## src/rtl/column_feeder.sv

```systemverilog
// Byte-stream to 4-row column packer driving the 4x4 window shift buffer.
// Writes one column per four bytes, then drains a full window once four are resident.
module column_feeder #(
   parameter int DW = 8
) (
   input  logic            clk,
   input  logic            rst,
   input  logic            restart,
   input  logic            in_valid,
   input  logic [DW-1:0]   in_data,
   output logic            in_ready,
   output logic [4*DW-1:0] col_data,
   output logic            col_wr,
   output logic            win_rd,
   output logic            win_out_valid,
   output logic [15:0]     win_cnt
);

   typedef enum logic [1:0] {
      FILL  = 2'd0,
      WRITE = 2'd1,
      DRAIN = 2'd2
   } state_t;

   state_t     state;
   logic [1:0] row_cnt;
   logic [2:0] col_cnt;
   logic [3:0] rd_cnt;
   logic       take;

   assign in_ready = (state == FILL) & ~restart;
   assign take     = in_valid & in_ready;

   always_ff @(posedge clk or posedge rst) begin
      if (rst) begin
         state         <= FILL;
         row_cnt       <= '0;
         col_cnt       <= '0;
         rd_cnt        <= '0;
         col_data      <= '0;
         col_wr        <= 1'b0;
         win_rd        <= 1'b0;
         win_out_valid <= 1'b0;
         win_cnt       <= '0;
      end else begin
         win_out_valid <= win_rd;
         if (restart) begin
            // col_data is kept; only the bookkeeping of the frame is dropped
            state   <= FILL;
            row_cnt <= '0;
            col_cnt <= '0;
            rd_cnt  <= '0;
            win_cnt <= '0;
            col_wr  <= 1'b0;
            win_rd  <= 1'b0;
         end else begin
            unique case (state)
               FILL: begin
                  if (take) begin
                     col_data[DW*row_cnt +: DW] <= in_data;
                     row_cnt <= row_cnt + 2'd1;
                     if (row_cnt == 2'd3) begin
                        state  <= WRITE;
                        col_wr <= 1'b1;
                     end
                  end
               end
               WRITE: begin
                  col_wr <= 1'b0;
                  if (col_cnt != 3'd4)
                     col_cnt <= col_cnt + 3'd1;
                  // the column being written makes the window full
                  if (col_cnt >= 3'd3) begin
                     state  <= DRAIN;
                     win_rd <= 1'b1;
                     rd_cnt <= '0;
                  end else begin
                     state <= FILL;
                  end
               end
               DRAIN: begin
                  rd_cnt <= rd_cnt + 4'd1;
                  if (rd_cnt == 4'd15) begin
                     state   <= FILL;
                     win_rd  <= 1'b0;
                     win_cnt <= win_cnt + 16'd1;
                  end
               end
               default: begin
                  state  <= FILL;
                  col_wr <= 1'b0;
                  win_rd <= 1'b0;
               end
            endcase
         end
      end
   end

endmodule

```

## config.mk

```make
export PLATFORM = sky130hd
export DESIGN_NAME = column_feeder
export DESIGN_NICKNAME = d
export VERILOG_FILES = /design/src/rtl/column_feeder.sv
export SDC_FILE = /design/constraint.sdc
export NUM_CORES = 1
export LEC_CHECK = 0
export BUFFER_PORTS_ARGS = -buffer_cell sky130_fd_sc_hd__buf_2
export CAP_MARGIN = 20
export CORE_ASPECT_RATIO = 2
export CORE_MARGIN = 1.5
export CORE_UTILIZATION = 58
export DETAILED_ROUTE_END_ITERATION = 16
export PLACE_DENSITY_LB_ADDON = 0.08
export SLEW_MARGIN = 20
export SYNTH_ARGS = -nofsm -noshare
export SYNTH_HDL_FRONTEND = slang
export SYNTH_SLANG_ARGS = --single-unit
export TNS_END_PERCENT = 50
```

## constraint.sdc

```tcl
create_clock -name clk -period 6.4 [get_ports clk]
set_clock_uncertainty 0.15 [all_clocks]
set_input_delay 1.28 -clock clk [delete_from_list [all_inputs] [get_ports clk]]
set_output_delay 1.28 -clock clk [all_outputs]
set_load 0.05 [all_outputs]
```

==> impl_metrics.xml, run 1 <==
<?xml version="1.0" encoding="UTF-8"?>
<metrics>
  <group name="outcome">
    <metric name="run_status" unit="">finished, final reports clean</metric>
  </group>
  <group name="global_routing">
    <metric name="grt_start_max_net_pins" unit="">63</metric>
    <metric name="antenna_found_initial" unit="">0</metric>
    <metric name="grt_util_all_layers" unit="">0.277</metric>
    <metric name="via_count_of_the_first_global_routing_pass" unit="">2302</metric>
    <metric name="grt_pass1_wl" unit="mm">10.7</metric>
    <metric name="grt_remaining_overflow" unit="">0</metric>
  </group>
  <group name="sta">
    <metric name="count_of_endpoints_failing_setup_in_the_final_report" unit="">0</metric>
    <metric name="totalNegativeSetupSlack" unit="ns">0</metric>
    <metric name="worstMarginPinSlew" unit="ns">0.911</metric>
    <metric name="min_period_over_period" unit="">0.550</metric>
    <metric name="hold_viol" unit="">0</metric>
    <metric name="timing.final.max_slew_violations" unit="">0</metric>
    <metric name="rsz0062_at_grt" unit="">no</metric>
    <metric name="max_freq" unit="MHz">284</metric>
    <metric name="period_needed" unit="ns">3.52</metric>
    <metric name="finalWorstSetupSlack" unit="ns">2.88</metric>
    <metric name="worst_slew_margin_rel" unit="">0.391</metric>
  </group>
  <group name="route">
    <metric name="vias_per_cell" unit="">5.60</metric>
    <metric name="num_vias" unit="">2457</metric>
    <metric name="detailedRoute.firstIterationViolations" unit="">44</metric>
    <metric name="postRouteWirelength" unit="mm">6.89</metric>
    <metric name="drc" unit="">0</metric>
    <metric name="drt_pre_antenna_iters" unit="">4</metric>
    <metric name="drt.antenna.violating_nets" unit="">0</metric>
    <metric name="routedWlPerCell" unit="um">15.7</metric>
  </group>
  <group name="logic_synthesis">
    <metric name="synth.yosys.warnings" unit="">0</metric>
    <metric name="post_synth_instance_area" unit="mm2">0.00289</metric>
    <metric name="synth-edff-count" unit="">0</metric>
    <metric name="netlist_instances" unit="">313</metric>
    <metric name="synth_sequential_area_ratio" unit="">0.536</metric>
    <metric name="dominantRegCellSynth" unit="">dfrtp_1</metric>
    <metric name="post-synth-top-area-fraction" unit="">0.536</metric>
    <metric name="synth_area_leader_cell" unit="">dfrtp_1</metric>
    <metric name="ys_types" unit="">36</metric>
    <metric name="synth_seq_cells" unit="">62</metric>
    <metric name="synth_most_common_cell" unit="">nand2_1</metric>
    <metric name="postSynth.asyncResetShare" unit="">1.00</metric>
    <metric name="synthTopCellsByCount" unit="">81 x nand2_1, 62 x dfrtp_1, 37 x o21ai_0</metric>
    <metric name="syn_avg_cell_area" unit="um2">9.25</metric>
    <metric name="synthesis.nets" unit="">336</metric>
    <metric name="netlist_top_cells_area" unit="">dfrtp_1 54%, nand2_1 11%, o21ai_0 6.4%</metric>
  </group>
  <group name="cells_and_area">
    <metric name="post_route_cells_drive_above_1_share" unit="">0.217</metric>
    <metric name="fillCellCount" unit="">427</metric>
    <metric name="area.sequential" unit="mm2">0.00155</metric>
    <metric name="area.growth.synth_to_final" unit="%">17.9</metric>
    <metric name="net_total_in_the_final_layout" unit="">401</metric>
    <metric name="final_core_utilization" unit="">0.708</metric>
    <metric name="diodes_inserted" unit="">0</metric>
    <metric name="multi_input_area" unit="mm2">0.00127</metric>
    <metric name="fin_cells" unit="">439</metric>
  </group>
  <group name="die">
    <metric name="pin_count" unit="">64</metric>
    <metric name="start_util" unit="">0.600</metric>
    <metric name="floorplan.die_area" unit="mm2">0.00545</metric>
    <metric name="floorplan.die.width" unit="um">53.0</metric>
    <metric name="die_y" unit="um">103</metric>
    <metric name="coreArea" unit="mm2">0.00482</metric>
    <metric name="num_rows" unit="">36</metric>
  </group>
  <group name="clock_network">
    <metric name="cts_tree" unit="">done</metric>
    <metric name="clkSinkCount" unit="">62</metric>
    <metric name="clock_latency_on_the_worst_skew_pair" unit="ns">0.34</metric>
    <metric name="numCtsBuffers" unit="">9</metric>
    <metric name="cts_post_setup_buffers_inserted" unit="">0</metric>
    <metric name="cts-root-buf" unit="">clkbuf_8</metric>
    <metric name="path_clk_slew" unit="ns">0.06</metric>
    <metric name="cts_max_path_buffers" unit="">2</metric>
    <metric name="h-tree-depth" unit="">3</metric>
    <metric name="cts.repair.resized" unit="">0</metric>
    <metric name="holdBufCountCts" unit="">0</metric>
  </group>
  <group name="critical_path">
    <metric name="startpoint_type" unit="">input pin</metric>
    <metric name="timing.critical_path.required" unit="ns">4.97</metric>
    <metric name="critical_path_arrival" unit="ns">2.09</metric>
    <metric name="path_cells" unit="">buf_2 -&gt; nor3_1 -&gt; buf_2</metric>
    <metric name="critical-path-top-cell-by-count" unit="">buf_2</metric>
    <metric name="max_fo_critical_path" unit="">33</metric>
    <metric name="cpMaxStageDelayCell" unit="">buf_2</metric>
    <metric name="cpPeakStageDelay" unit="ns">0.29</metric>
    <metric name="critPathCaptureType" unit="">output port</metric>
    <metric name="cp.buffers_inverters" unit="">2</metric>
    <metric name="critPathTopFamily" unit="">buffers and inverters</metric>
    <metric name="timing.setup.critical_path_class" unit="">in -&gt; out</metric>
  </group>
  <group name="pwr">
    <metric name="ir_worst_vdd" unit="mV">0.297</metric>
    <metric name="design_power_total" unit="uW">867</metric>
    <metric name="power_density" unit="mW/mm2">254</metric>
    <metric name="leakagePower" unit="uW">0.00164</metric>
  </group>
  <group name="place">
    <metric name="numPortBuffers" unit="">63</metric>
    <metric name="placed_cells" unit="">424</metric>
    <metric name="detailed_place_hpwl" unit="mm">5.04</metric>
    <metric name="dpl_worst_slack" unit="ns">2.87</metric>
    <metric name="routabilityCongestion" unit="">0.812</metric>
  </group>
  <group name="flow_run">
    <metric name="max-cap-violations" unit="">0</metric>
  </group>
  <group name="worst_hold_path">
    <metric name="worstHoldPathType" unit="">reg -&gt; reg</metric>
  </group>
</metrics>
[cells in the final DEF, fill, tap and decap left out, types with 2 or more instances in the layout]
cell      synthesis  layout
a21oi_1          12      12
and3_1            2       2
buf_2             4      63
clkbuf_1          4       3
clkbuf_8          0      11
dfrtp_1          62      62
ha_1             11      11
inv_1             8       7
mux2_2            2       2
mux2i_1           2       2
nand2_1          81      81
nand2b_1          2       2
nand3_1           9       9
nand4_1           4       4
nor2_1           20      20
nor2b_1           5       5
nor3_1            8       8
nor3b_1           4       4
nor4_1            5       5
o21ai_0          37      37
or3_1             5       5
xnor2_1           9       9
xor2_1            2       2
[through the flow]
step,hold slack [ns],instance area (um2)
6_report,0.304,3410
2_1_floorplan,0.389,2890
4_1_cts,0.316,3410
5_1_grt,0.325,3410
3_3_place_gp,0.311,3250
3_5_place_dp,0.299,3250
[path summary, 6_finish.rpt]
check,end,depth (start not counted),startpoint,slack [ns]
min,win_out_valid,0,win_rd,0.30
max reg2reg,win_cnt[15],4,state[1],4.07
min in group asynchronous,col_data[16],3,rst,1.01
max,in_ready,3,restart,2.88
max in group asynchronous,rd_cnt[2],3,rst,4.58
min reg2reg,win_out_valid,0,win_rd,0.30
[state kept, by name, indices dropped and copies added (netlist names)]
name	flops
col_cnt	3
row_cnt	2
rd_cnt	4
col_data	32
win_cnt	16
win_out_valid	1
state	2
win_rd	1
col_wr	1
[kinds of logic after synthesis]
| family | share of synthesized area |
|---|---|
| flops | 0.536 |
| buf+inv | 0.0251 |
| fa+ha+maj | 0.0476 |
| xor+xnor | 0.0333 |
| mux | 0.0147 |
| compound gates | 0.102 |
| simple gates | 0.242 |
[report_power, final]
group / internal (uW) / switching, uW
Combinational: 30.6 / 113
Sequential: 411 / 12.1
Clock: 159 / 141
Total: 601 / 266
[area by class of cell]
| cell class | count | area share |
|---|---|---|
| clock inverter | 1 | 0.00147 |
| timing repair buffer | 64 | 0.0946 |
| clock buffer | 14 | 0.0477 |
| tap | 57 | 0.0209 |
| inverter | 8 | 0.00880 |
| multi-input combinational | 233 | 0.372 |
| sequential | 62 | 0.455 |
[per-layer routing]
metal | vias up | global-route usage | share of wire
li1 | 1189 | - | -
met1 | 1190 | 0.282 | 0.37
met2 | 65 | 0.523 | 0.58
met3 | 13 | 0.0652 | 0.033
met4 | 0 | 0.0986 | 0.023
met5 | - | 0 | 0
(Power assumes the default switching activity.)
==> inputs of run 2 (changes only) <==
CORE_UTILIZATION = 54   (was 58)
clock period = 3.25 ns   (was 6.4 ns; I/O delays follow)
==> run 2 against run 1 <==
  * Global-route usage down 1.1 points
  * Highest routed layer unchanged
  * First-iteration DRC count is 16% higher
  * Final cell count grew 1.1%
  * Die area increased by 7.1%
  * Clock power rose to 2.7 times the previous value
  * Cell area rose by 2.7%
  * Sequential cell count stayed put
  * Hold slack improved by 0.019 ns
  * Via count increased by 0.20%
  * Routed wire length shrank 0.48%
  * Clock-buffer cell count decreased by 5
  * Setup slack worse by 1.9 ns
==> impl_metrics.xml, run 2 (synthesis gave the netlist of run 1 again) <==
<?xml version="1.0" encoding="UTF-8"?>
<metrics>
  <group name="outcome">
    <metric name="run_status" unit="">finished, final reports clean</metric>
  </group>
  <group name="clock_network">
    <metric name="clock_latency_on_the_worst_skew_pair" unit="ns">0.34</metric>
    <metric name="clkSinkCount" unit="">62</metric>
    <metric name="path_clk_slew" unit="ns">0.07</metric>
    <metric name="h-tree-depth" unit="">3</metric>
    <metric name="cts_max_path_buffers" unit="">2</metric>
    <metric name="cts.repair.resized" unit="">0</metric>
    <metric name="cts_post_setup_buffers_inserted" unit="">0</metric>
    <metric name="cts-root-buf" unit="">clkbuf_8</metric>
    <metric name="numCtsBuffers" unit="">9</metric>
    <metric name="cts_tree" unit="">done</metric>
    <metric name="holdBufCountCts" unit="">0</metric>
  </group>
  <group name="cells_and_area">
    <metric name="largest_registers" unit="">col_data: 32 flops, win_cnt: 16 flops, rd_cnt: 4 flops</metric>
    <metric name="net_total_in_the_final_layout" unit="">404</metric>
    <metric name="layout.cells.most_common" unit="">nand2_1</metric>
    <metric name="largest_register_ffs" unit="">32</metric>
    <metric name="registers.top_by_ff_count" unit="">col_data</metric>
    <metric name="fillCellCount" unit="">430</metric>
    <metric name="area.growth.synth_to_final" unit="%">21.1</metric>
    <metric name="mostFrequentLayoutCells" unit="">81 x nand2_1, 63 x buf_2, 62 x dfrtp_1</metric>
    <metric name="diodes_inserted" unit="">0</metric>
    <metric name="post_route_cells_drive_above_1_share" unit="">0.233</metric>
    <metric name="fin_cells" unit="">444</metric>
  </group>
  <group name="critical_path">
    <metric name="timing.setup.critical_path_class" unit="">reg -&gt; reg</metric>
    <metric name="path_cells" unit="">nor2b_1 -&gt; nand2_1 -&gt; nor4_1 -&gt; mux2_2</metric>
    <metric name="max_fo_critical_path" unit="">14</metric>
    <metric name="startpoint_type" unit="">register</metric>
    <metric name="critical_path_arrival" unit="ns">2.35</metric>
    <metric name="cpMaxStageDelayCell" unit="">dfrtp_1</metric>
    <metric name="critPathCaptureType" unit="">register</metric>
    <metric name="timing.critical_path.required" unit="ns">3.33</metric>
    <metric name="cpPeakStageDelay" unit="ns">0.61</metric>
  </group>
  <group name="global_routing">
    <metric name="grt_util_all_layers" unit="">0.266</metric>
    <metric name="antenna_found_initial" unit="">0</metric>
    <metric name="grt_start_max_net_pins" unit="">41</metric>
    <metric name="via_count_of_the_first_global_routing_pass" unit="">2414</metric>
    <metric name="grt_pass1_wl" unit="mm">11.0</metric>
    <metric name="grt_remaining_overflow" unit="">0</metric>
  </group>
  <group name="pwr">
    <metric name="leakagePower" unit="uW">0.00169</metric>
    <metric name="ir_worst_vdd" unit="mV">0.591</metric>
    <metric name="power_density" unit="mW/mm2">550</metric>
  </group>
  <group name="route">
    <metric name="detailedRoute.firstIterationViolations" unit="">51</metric>
    <metric name="drt_pre_antenna_iters" unit="">4</metric>
    <metric name="drt.antenna.violating_nets" unit="">0</metric>
    <metric name="postRouteWirelength" unit="mm">6.85</metric>
    <metric name="vias_per_cell" unit="">5.55</metric>
    <metric name="drc" unit="">0</metric>
    <metric name="num_vias" unit="">2462</metric>
    <metric name="routedWlPerCell" unit="um">15.4</metric>
  </group>
  <group name="die">
    <metric name="floorplan.die_area" unit="mm2">0.00583</metric>
    <metric name="num_rows" unit="">37</metric>
    <metric name="pin_count" unit="">64</metric>
    <metric name="coreArea" unit="mm2">0.00514</metric>
    <metric name="floorplan.die.width" unit="um">54.8</metric>
    <metric name="die_y" unit="um">107</metric>
    <metric name="start_util" unit="">0.563</metric>
  </group>
  <group name="sta">
    <metric name="rsz0062_at_grt" unit="">no</metric>
    <metric name="hold_viol" unit="">0</metric>
    <metric name="max_freq" unit="MHz">440</metric>
    <metric name="count_of_endpoints_failing_setup_in_the_final_report" unit="">0</metric>
    <metric name="totalNegativeSetupSlack" unit="ns">0</metric>
    <metric name="worstMarginPinSlew" unit="ns">0.852</metric>
    <metric name="worst_slew_margin_rel" unit="">0.431</metric>
    <metric name="period_needed" unit="ns">2.27</metric>
    <metric name="timing.final.max_slew_violations" unit="">0</metric>
    <metric name="min_period_over_period" unit="">0.699</metric>
  </group>
  <group name="place">
    <metric name="numPortBuffers" unit="">63</metric>
    <metric name="placed_cells" unit="">428</metric>
    <metric name="routabilityCongestion" unit="">0.845</metric>
    <metric name="detailed_place_hpwl" unit="mm">4.98</metric>
  </group>
  <group name="flow_run">
    <metric name="max-cap-violations" unit="">0</metric>
  </group>
  <group name="worst_hold_path">
    <metric name="worstHoldPathType" unit="">in -&gt; async</metric>
  </group>
</metrics>
## run 2: changes by cell type in the layout (fill, tap and decap cells not counted), sizes merged
cell      change
clkbuf        -5
clkinv        +2
clkinvlp      +1
bufinv        +3
buf           +3
## run 2: area by class of cell
type	instances	area, um2	share of cell area
clock buffer	9	124	0.0353
multi-input combinational	233	1270	0.362
clock inverter	7	113	0.0321
timing repair buffer	67	345	0.0985
inverter	8	30.0	0.00857
sequential	62	1550	0.443
tap	58	72.6	0.0207
## run 2: report_power, final
| group | total, uW | switching [uW] | leakage, uW | internal (uW) |
|---|---|---|---|---|
| Combinational | 287 | 224 | 0.000714 | 62.7 |
| Sequential | 833 | 24.4 | 0.000858 | 809 |
| Clock | 810 | 305 | 0.000119 | 505 |
## run 2: layer usage
| metal | vias to the layer above | routed length [um] | track usage |
|---|---|---|---|
| li1 | 1202 | - | - |
| met4 | 0 | 130 | 0.113 |
| met3 | 13 | 286 | 0.0716 |
| met1 | 1177 | 2500 | 0.267 |
| met2 | 70 | 3940 | 0.475 |
| met5 | - | 0 | 0 |
## run 2: path summary, 6_finish.rpt
path	from	end	slack, ns	cells after the start
worst max register to register	state[1]	win_cnt[15]	0.98	4
worst min register to register	col_data[31]	col_data[31]	0.33	2
worst min-delay path	rst	win_cnt[3]	0.32	2
max in group asynchronous	rst	col_data[13]	1.88	3
worst max-delay path	state[1]	win_cnt[15]	0.98	4
min in group clk	col_data[31]	col_data[31]	0.33	2
## run 2: critical path, delay by kind of cell, from the launching register on
| kind | cells | cell delay (ns) |
|---|---|---|
| muxes | 1 | 0.38 |
| DFF | 1 | 0.61 |
| and+or+nand+nor | 3 | 1.02 |
## run 2: through the flow
step / worst slack, ns / util / total power (uW) / area, um2 / hold slack, ns
after floorplan: 0.515 / - / 1050 / 2890 / 0.389
after global placement: 1.03 / 0.636 / 1130 / 3270 / 0.295
after detailed placement: 0.994 / 0.636 / 1140 / 3270 / 0.297
after CTS: 0.974 / 0.682 / 1940 / 3510 / 0.331
after global routing: 0.708 / 0.682 / 2000 / 3510 / 0.346
final: 0.978 / 0.682 / 1930 / 3510 / 0.324
==> inputs of run 3 (changes only) <==
clock period = 2.15 ns   (was 3.25 ns; I/O delays follow)
==> run 3 against run 2 <==
  * Clock-buffer cell count rose by 3
  * Critical path depth is 1 higher
  * Non-clock buffer count rose by 13
==> impl_metrics.xml, run 3 (synthesis gave the netlist of run 1 again) <==
<?xml version="1.0" encoding="UTF-8"?>
<metrics>
  <group name="critical_path">
    <metric name="cpPeakStageDelay" unit="ns">0.54</metric>
    <metric name="critPathCaptureType" unit="">register</metric>
    <metric name="cp.buffers_inverters" unit="">0</metric>
    <metric name="max_fo_critical_path" unit="">4</metric>
    <metric name="cpMaxStageDelayCell" unit="">or4_4</metric>
    <metric name="crit-reg2reg-capture" unit="">win_cnt[8]</metric>
    <metric name="timing.critical_path.required" unit="ns">2.26</metric>
    <metric name="critPathCapture" unit="">win_cnt[8]</metric>
    <metric name="timing.setup.critical_path_class" unit="">reg -&gt; reg</metric>
    <metric name="startpoint" unit="">rd_cnt[0]</metric>
    <metric name="critPathTopFamily" unit="">simple AND/OR/NAND/NOR gates</metric>
    <metric name="internal_reg_to_reg_setup_slack" unit="ns">0.20</metric>
    <metric name="critical_path_cell_count" unit="">5</metric>
    <metric name="ff_to_ff_start" unit="">rd_cnt[0]</metric>
    <metric name="startpoint_type" unit="">register</metric>
    <metric name="critical_path_arrival" unit="ns">2.06</metric>
    <metric name="path_cells" unit="">ha_1 -&gt; nand3_2 -&gt; or4_4 -&gt; or3_1 -&gt; a21oi_1</metric>
    <metric name="r2r_cells" unit="">5</metric>
  </group>
  <group name="sta">
    <metric name="period_needed" unit="ns">1.95</metric>
    <metric name="worstMarginPinSlew" unit="ns">0.441</metric>
    <metric name="totalNegativeSetupSlack" unit="ns">0</metric>
    <metric name="rsz0062_at_grt" unit="">no</metric>
    <metric name="hold_viol" unit="">0</metric>
    <metric name="timing.final.max_slew_violations" unit="">0</metric>
    <metric name="count_of_endpoints_failing_setup_in_the_final_report" unit="">0</metric>
    <metric name="max_freq" unit="MHz">514</metric>
    <metric name="min_period_over_period" unit="">0.905</metric>
    <metric name="worst_slew_margin_rel" unit="">0.706</metric>
  </group>
  <group name="flow_run">
    <metric name="max-cap-violations" unit="">0</metric>
  </group>
  <group name="cells_and_area">
    <metric name="post_route_cells_drive_above_1_share" unit="">0.249</metric>
    <metric name="mostFrequentLayoutCells" unit="">81 x nand2_1, 63 x buf_2, 62 x dfrtp_1</metric>
    <metric name="area.growth.synth_to_final" unit="%">22.4</metric>
    <metric name="finalInstanceArea" unit="mm2">0.00354</metric>
    <metric name="registers.top_by_ff_count" unit="">col_data</metric>
    <metric name="diodes_inserted" unit="">0</metric>
    <metric name="largest_registers" unit="">col_data: 32 flops, win_cnt: 16 flops, rd_cnt: 4 flops</metric>
    <metric name="final_core_utilization" unit="">0.689</metric>
    <metric name="largest_register_ffs" unit="">32</metric>
    <metric name="fin_cells" unit="">455</metric>
    <metric name="net_total_in_the_final_layout" unit="">417</metric>
    <metric name="layout.cells.most_common" unit="">nand2_1</metric>
  </group>
  <group name="die">
    <metric name="pin_count" unit="">64</metric>
    <metric name="floorplan.die.width" unit="um">54.8</metric>
    <metric name="start_util" unit="">0.563</metric>
    <metric name="num_rows" unit="">37</metric>
    <metric name="die_y" unit="um">107</metric>
    <metric name="floorplan.die_area" unit="mm2">0.00583</metric>
    <metric name="coreArea" unit="mm2">0.00514</metric>
  </group>
  <group name="place">
    <metric name="routabilityCongestion" unit="">0.789</metric>
    <metric name="placed_cells" unit="">440</metric>
    <metric name="placedInstanceArea" unit="mm2">0.00338</metric>
    <metric name="detailed_place_hpwl" unit="mm">5.13</metric>
    <metric name="numPortBuffers" unit="">63</metric>
  </group>
  <group name="global_routing">
    <metric name="via_count_of_the_first_global_routing_pass" unit="">2305</metric>
    <metric name="grt_start_max_net_pins" unit="">30</metric>
    <metric name="grt_util_all_layers" unit="">0.260</metric>
    <metric name="grt_pass1_wl" unit="mm">10.6</metric>
    <metric name="antenna_found_initial" unit="">0</metric>
    <metric name="grt_remaining_overflow" unit="">0</metric>
  </group>
  <group name="route">
    <metric name="routedWlPerCell" unit="um">14.7</metric>
    <metric name="num_vias" unit="">2496</metric>
    <metric name="drt_pre_antenna_iters" unit="">4</metric>
    <metric name="drc" unit="">0</metric>
    <metric name="drt.antenna.violating_nets" unit="">0</metric>
    <metric name="postRouteWirelength" unit="mm">6.68</metric>
    <metric name="vias_per_cell" unit="">5.49</metric>
    <metric name="detailedRoute.firstIterationViolations" unit="">72</metric>
  </group>
  <group name="outcome">
    <metric name="run_status" unit="">finished, final reports clean</metric>
  </group>
  <group name="clock_network">
    <metric name="cts_max_path_buffers" unit="">2</metric>
    <metric name="cts-root-buf" unit="">clkbuf_8</metric>
    <metric name="cts_tree" unit="">done</metric>
    <metric name="h-tree-depth" unit="">3</metric>
    <metric name="cts_post_setup_buffers_inserted" unit="">0</metric>
    <metric name="numCtsBuffers" unit="">9</metric>
    <metric name="path_clk_slew" unit="ns">0.06</metric>
    <metric name="clkSinkCount" unit="">62</metric>
    <metric name="clock_latency_on_the_worst_skew_pair" unit="ns">0.33</metric>
  </group>
  <group name="pwr">
    <metric name="leakagePower" unit="uW">0.00173</metric>
    <metric name="power_density" unit="mW/mm2">719</metric>
    <metric name="ir_worst_vdd" unit="mV">0.636</metric>
  </group>
  <group name="worst_hold_path">
    <metric name="worstHoldPathType" unit="">in -&gt; reg</metric>
  </group>
</metrics>
==> run 3: cell types whose count changed in the layout (fill, tap and decap cells not counted), sizes merged <==
cell         delta
buf            +12
bufinv          -3
clkbuf          +3
clkinv          -1
clkinvlp        -1
dlygate4sd3     +1
==> run 3: worst min-delay path by stage <==
| stage | from | to | slack, ns | cells after the start |
|---|---|---|---|---|
| 5_1_grt | in_data[2] | col_data[26] | 0.23 | 3 |
| 3_5_place_dp | rst | col_data[17] | 0.28 | 2 |
| 2_1_floorplan | col_cnt[1] | col_cnt[1] | 0.39 | 2 |
| 4_1_cts | in_data[2] | col_data[26] | 0.21 | 3 |
| 6_report | in_data[2] | col_data[26] | 0.23 | 3 |
| 3_3_place_gp | rst | col_data[17] | 0.27 | 2 |
==> run 3: layout make-up <==
class | count | area [um2]
inverter | 8 | 30.0
timing repair buffer | 80 | 458
clock inverter | 2 | 10.0
clock buffer | 12 | 145
sequential | 62 | 1550
tap | 58 | 72.6
fill | 457 | 1600
multi-input combinational | 233 | 1270
==> run 3: through the flow <==
step	setup slack [ns]	hold slack [ns]	total power, uW
4_1_cts	0.201	0.213	2580
5_1_grt	0.0863	0.226	2660
2_1_floorplan	0.0271	0.389	1590
3_5_place_dp	0.211	0.281	1730
6_report	0.203	0.233	2550
3_3_place_gp	0.211	0.273	1730
==> run 3: layer usage <==
metal,wire (um),track usage
met1,2410,0.278
met2,3730,0.435
met3,266,0.0478
met4,274,0.171
met5,0,0
==> run 3: timing repair <==
| action | CTS | global route |
|---|---|---|
| endpoints found under the hold margin | 15 | 0 |
| resized for setup | 0 | 0 |
| setup endpoints to repair | 0 | 0 |
| hold buffers | 1 | 0 |
==> run 3: worst min-delay path, stage by stage <==
cell and delay (ns):
buf_2 0.13, nand2_1 0.05, o21ai_0 0.06
==> run 3: power breakdown <==
group          switching, uW  leakage [uW]  internal (uW)  total [uW]
Clock                    405     0.0000821            433         839
Sequential              34.1      0.000858           1220        1260
Combinational            341      0.000786            111         452
